--- src/rtl/tour_cmd.sv ---
// Tour sequencer: walks the solved knight's tour, splitting each one-hot L-move
// into a vertical then a horizontal command for cmd_proc; passes UART commands through when idle.
module tour_cmd #(
    parameter int NUM_MOVES = 24
) (
    input  logic        clk,
    input  logic        rst_n,
    input  logic        start_tour,
    input  logic [7:0]  move,
    output logic [4:0]  mv_indx,
    input  logic [15:0] cmd_UART,
    input  logic        cmd_rdy_UART,
    output logic [15:0] cmd,
    output logic        cmd_rdy,
    input  logic        clr_cmd_rdy,
    input  logic        send_resp,
    output logic [7:0]  resp
);

    // state  | meaning
    // IDLE   | UART commands pass straight through to cmd_proc
    // VERT   | vertical half of the current move offered to cmd_proc
    // WAIT_V | vertical command accepted, waiting for it to finish
    // HORZ   | horizontal half of the current move offered to cmd_proc
    // WAIT_H | horizontal command accepted, waiting for it to finish
    typedef enum logic [2:0] {IDLE, VERT, WAIT_V, HORZ, WAIT_H} state_t;

    localparam logic [4:0] LAST_INDX = 5'(NUM_MOVES - 1);
    localparam logic [7:0] HEAD_N    = 8'h00;
    localparam logic [7:0] HEAD_W    = 8'h3F;
    localparam logic [7:0] HEAD_S    = 8'h7F;
    localparam logic [7:0] HEAD_E    = 8'hBF;
    localparam logic [3:0] OP_MOVE   = 4'b0010;
    localparam logic [3:0] OP_FANF   = 4'b0011;
    localparam logic [7:0] RESP_DONE = 8'hA5;
    localparam logic [7:0] RESP_ACK  = 8'h5A;

    state_t      state, state_nxt;
    logic [4:0]  mv_indx_nxt;
    logic [7:0]  v_head, h_head;
    logic [3:0]  v_sq, h_sq;
    logic [15:0] v_cmd, h_cmd;
    logic        last_move;

    // Lowest set bit wins; an all-zero move falls through to N/0 and E/0.
    always_comb begin
        v_head = HEAD_N;
        v_sq   = 4'd0;
        h_head = HEAD_E;
        h_sq   = 4'd0;
        if (move[0]) begin
            v_sq = 4'd2;  h_sq = 4'd1;
        end else if (move[1]) begin
            v_sq = 4'd2;  h_head = HEAD_W; h_sq = 4'd1;
        end else if (move[2]) begin
            v_sq = 4'd1;  h_head = HEAD_W; h_sq = 4'd2;
        end else if (move[3]) begin
            v_head = HEAD_S; v_sq = 4'd1; h_head = HEAD_W; h_sq = 4'd2;
        end else if (move[4]) begin
            v_head = HEAD_S; v_sq = 4'd2; h_head = HEAD_W; h_sq = 4'd1;
        end else if (move[5]) begin
            v_head = HEAD_S; v_sq = 4'd2; h_sq = 4'd1;
        end else if (move[6]) begin
            v_head = HEAD_S; v_sq = 4'd1; h_sq = 4'd2;
        end else if (move[7]) begin
            v_sq = 4'd1;  h_sq = 4'd2;
        end
    end

    assign v_cmd     = {OP_MOVE, v_head, v_sq};
    assign h_cmd     = {OP_FANF, h_head, h_sq};
    assign last_move = (mv_indx == LAST_INDX);

    always_ff @(posedge clk or negedge rst_n) begin
        if (!rst_n) begin
            state   <= IDLE;
            mv_indx <= 5'd0;
        end else begin
            state   <= state_nxt;
            mv_indx <= mv_indx_nxt;
        end
    end

    // clr_cmd_rdy is checked only in the offer states, so a simultaneous send_resp there is dropped.
    always_comb begin
        state_nxt   = state;
        mv_indx_nxt = mv_indx;
        cmd         = v_cmd;
        cmd_rdy     = 1'b0;
        resp        = RESP_ACK;
        case (state)
            IDLE: begin
                cmd     = cmd_UART;
                cmd_rdy = cmd_rdy_UART;
                resp    = RESP_DONE;
                if (start_tour) begin
                    mv_indx_nxt = 5'd0;
                    state_nxt   = VERT;
                end
            end
            VERT: begin
                cmd_rdy = 1'b1;
                if (clr_cmd_rdy) state_nxt = WAIT_V;
            end
            WAIT_V: begin
                if (send_resp) state_nxt = HORZ;
            end
            HORZ: begin
                cmd     = h_cmd;
                cmd_rdy = 1'b1;
                if (clr_cmd_rdy) state_nxt = WAIT_H;
            end
            WAIT_H: begin
                cmd = h_cmd;
                if (last_move) resp = RESP_DONE;
                if (send_resp) begin
                    if (last_move) begin
                        state_nxt = IDLE;
                    end else begin
                        mv_indx_nxt = mv_indx + 5'd1;
                        state_nxt   = VERT;
                    end
                end
            end
            default: state_nxt = IDLE;
        endcase
    end

endmodule

--- config.mk ---
export PLATFORM = sky130hd
export DESIGN_NAME = tour_cmd
export DESIGN_NICKNAME = d
export VERILOG_FILES = /design/src/rtl/tour_cmd.sv
export SDC_FILE = /design/constraint.sdc
export NUM_CORES = 1
export LEC_CHECK = 0
export CAP_MARGIN = 0
export CORE_MARGIN = 8
export CORE_UTILIZATION = 37
export DETAILED_ROUTE_END_ITERATION = 7
export HOLD_SLACK_MARGIN = 0.05
export PLACE_DENSITY = 0.85
export SYNTH_ARGS = -nofsm -noshare
export SYNTH_HDL_FRONTEND = slang
export SYNTH_SLANG_ARGS = --single-unit
--- constraint.sdc ---
create_clock -name clk -period 3.86 [get_ports clk]
set_input_delay 0.386 -clock clk [delete_from_list [all_inputs] [get_ports clk]]
set_output_delay 0.386 -clock clk [all_outputs]
set_load 0.1 [all_outputs]
==> impl_metrics.ini <==
[synthesis]
synth_top_family_by_area = compound AO/OA/AOI/OAI gates
synth-simple-area-share = 0.267
synth_ff_type = dfrtp_1
synth_fa_ha_area_frac = 0.0147
synth-edff-count = 0
syn_nets = 140
yosys-top-cells-area = dfrtp_1 (23%), buf_4 (6.2%), o21a_1 (5.3%), o21ai_0 (4.7%), and2_1 (4.4%)
synth-xor-area-share = 0.0206
async_reset_ff_frac = 1.00
avgSynthCellArea_sq_um = 7.82
synth.area.mux_share = 0.0499
synth_area_sq_um = 852
yosys_warnings = 0
synth_cell_type_count = 44
synth_compound_area_frac = 0.302
ys_seq_area_frac = 0.235
yosys.area.top_type = dfrtp_1
synth_top_area_share = 0.235
netlist_instances = 109
synth-seq-cells = 8

[drt]
m1WireLength_um = 1120
drt-total-wl_um = 2940
route.detailed.drc = 0
dr_wl_met3_um = 234
postRouteAntennaNets = 0
routed-wl-met2_um = 1580
via_count = 998
vias_per_cell = 5.34
wl_per_cell_um = 15.7
top_layer_used = met4
first_pass_iters = 4
drtIter0Drc = 44

[placed_design]
port_buffers = 59
gp_congestion = 0.793
hpwlAfterDp_um = 2420

[cells_and_area]
area.growth.synth_to_final_pct = 61.8
nets = 192
final_core_util = 0.629
drive_above_1_share = 0.220
num_antenna_cells = 0

[global_route]
grt_max_degree = 21
grt_overflow = 0
grt_first_pass_wirelength_um = 4860
first_global_vias = 1049
antenna_found_initial = 0
grtUsageTotal = 0.140

[floorplanning]
die_w_um = 64.0
die-area_sq_um = 4090
start_util = 0.389
rows = 17
core_sq_um = 2190
boundaryPins = 60
die_y_um = 64.0

[critical_path]
path_class = flip-flop to primary output
reg2reg_from = state[2]
required_ns = 3.47
critPathLaunchType = flip-flop
r2r_cells = 4
crit_fanout = 20
endpoint_kind = primary output
r2r_setup_slack_ns = 2.09
cp.arrival_ns = 2.66
r2r-end = mv_indx[0]

[flow_run]
maxCapViolations = 0

[timing]
final.setup_skew_ns = 0.00100
final_max_slew_viol_count = 0
min_period_ns = 3.05
maxSlewHeadroom = 0.339
fin_setup_tns_ns = 0
setup_viol = 0
worst_slew_pin_slew_ns = 0.988
finalHoldViolCount = 0
fmax_ghz = 0.328
finalCritPeriodShare = 0.789
grt_setup_unrepaired = false

[clock_tree]
cts_made_buffers = 3
cts_tree = yes
htree_levels = 1
ctsHoldBuffers = 0
cts_resized = 0
insertion_delay_ns = 0.25
clock_sink_count = 8
cts_setup_buffers = 0
clk_pin_slew_worst_paths_ns = 0.06
cts_buffer_depth = 2
root_buffer = clkbuf_4

[run_status]
outcome = completed

[hold_path]
hold_path.class = input port to asynchronous set/reset pin
Yosys cell counts (2+ instances only):
library cell / n
mux2i_1: 2
and2_1: 6
nor2_1: 10
nor3_1: 3
buf_4: 7
inv_1: 5
o21ai_0: 8
nand3_1: 3
buf_2: 3
o21a_1: 6
a31oi_1: 2
a22o_1: 2
mux2_2: 2
a21oi_1: 5
a211o_1: 2
o22ai_1: 2
dfrtp_1: 8
nand2_1: 7
placed cells by master, fill, tap and decap left out, types with 2 or more instances in the layout:
cell type        instances
a211o_1                  2
a21oi_1                  4
a22o_1                   2
a31oi_1                  2
and2_1                   6
buf_4                   23
clkbuf_4                 3
clkdlybuf4s50_1         36
dfrtp_1                  8
inv_1                    5
mux2_2                   2
mux2i_1                  2
nand2_1                  7
nand3_1                  3
nor2_1                  10
nor3_1                   3
o21a_1                   6
o21ai_0                  8
o22ai_1                  2
cell type report:
cell class                 count  area, sq um
fill                         183          812
clock buffer                   3         22.5
multi-input combinational     84          569
inverter                       5         18.8
sequential                     8          200
timing repair buffer          59          533
tap                           28         35.0
per-layer routing:
metal,global-route usage,up-vias
li1,-,495
met1,0.144,459
met2,0.269,42
met3,0.0453,2
met4,0.0251,0
met5,0,-
through the flow:
step	instances	hold WS, ns	area (sq um)	setup slack (ns)
2_1_floorplan	109	0.0904	863	0.231
3_3_place_gp	184	0.532	1360	1.15
3_5_place_dp	184	0.550	1360	1.11
4_1_cts	187	0.418	1380	0.824
5_1_grt	187	0.445	1380	0.768
6_report	187	0.408	1380	0.813
worst max-delay path: stages (launching register included):
cell	delay, ns
dfrtp_1	0.62
or3_1	0.56
or2_1	0.24
clkdlybuf4s50_1	0.98
cell families (layout without fill, tap and decap cells):
| logic type | count (synthesis) | after routing |
|---|---|---|
| adders and majority gates | 1 | 1 |
| buffers and inverters | 17 | 67 |
| muxes | 4 | 4 |
| and+or+nand+nor | 41 | 41 |
| DFF | 8 | 8 |
| AOI/OAI and AO/OA | 36 | 36 |
| xor gates and xnor gates | 2 | 2 |
flip-flops by register name (all words and copies together), names as in the netlist:
register  cells
state         3
mv_indx       5
how the worst max path moves through the flow:
stage	startpoint	endpoint	depth (start not counted)
2_1_floorplan	mv_indx[0]	resp[3]	5
3_3_place_gp	state[2]	cmd[13]	3
3_5_place_dp	state[2]	cmd[13]	3
4_1_cts	state[2]	cmd[13]	3
5_1_grt	state[2]	cmd[13]	3
6_report	state[2]	cmd[13]	3
Power is not shown: default switching activity piles up to over one toggle a cycle in this logic, so the estimate is an artifact.
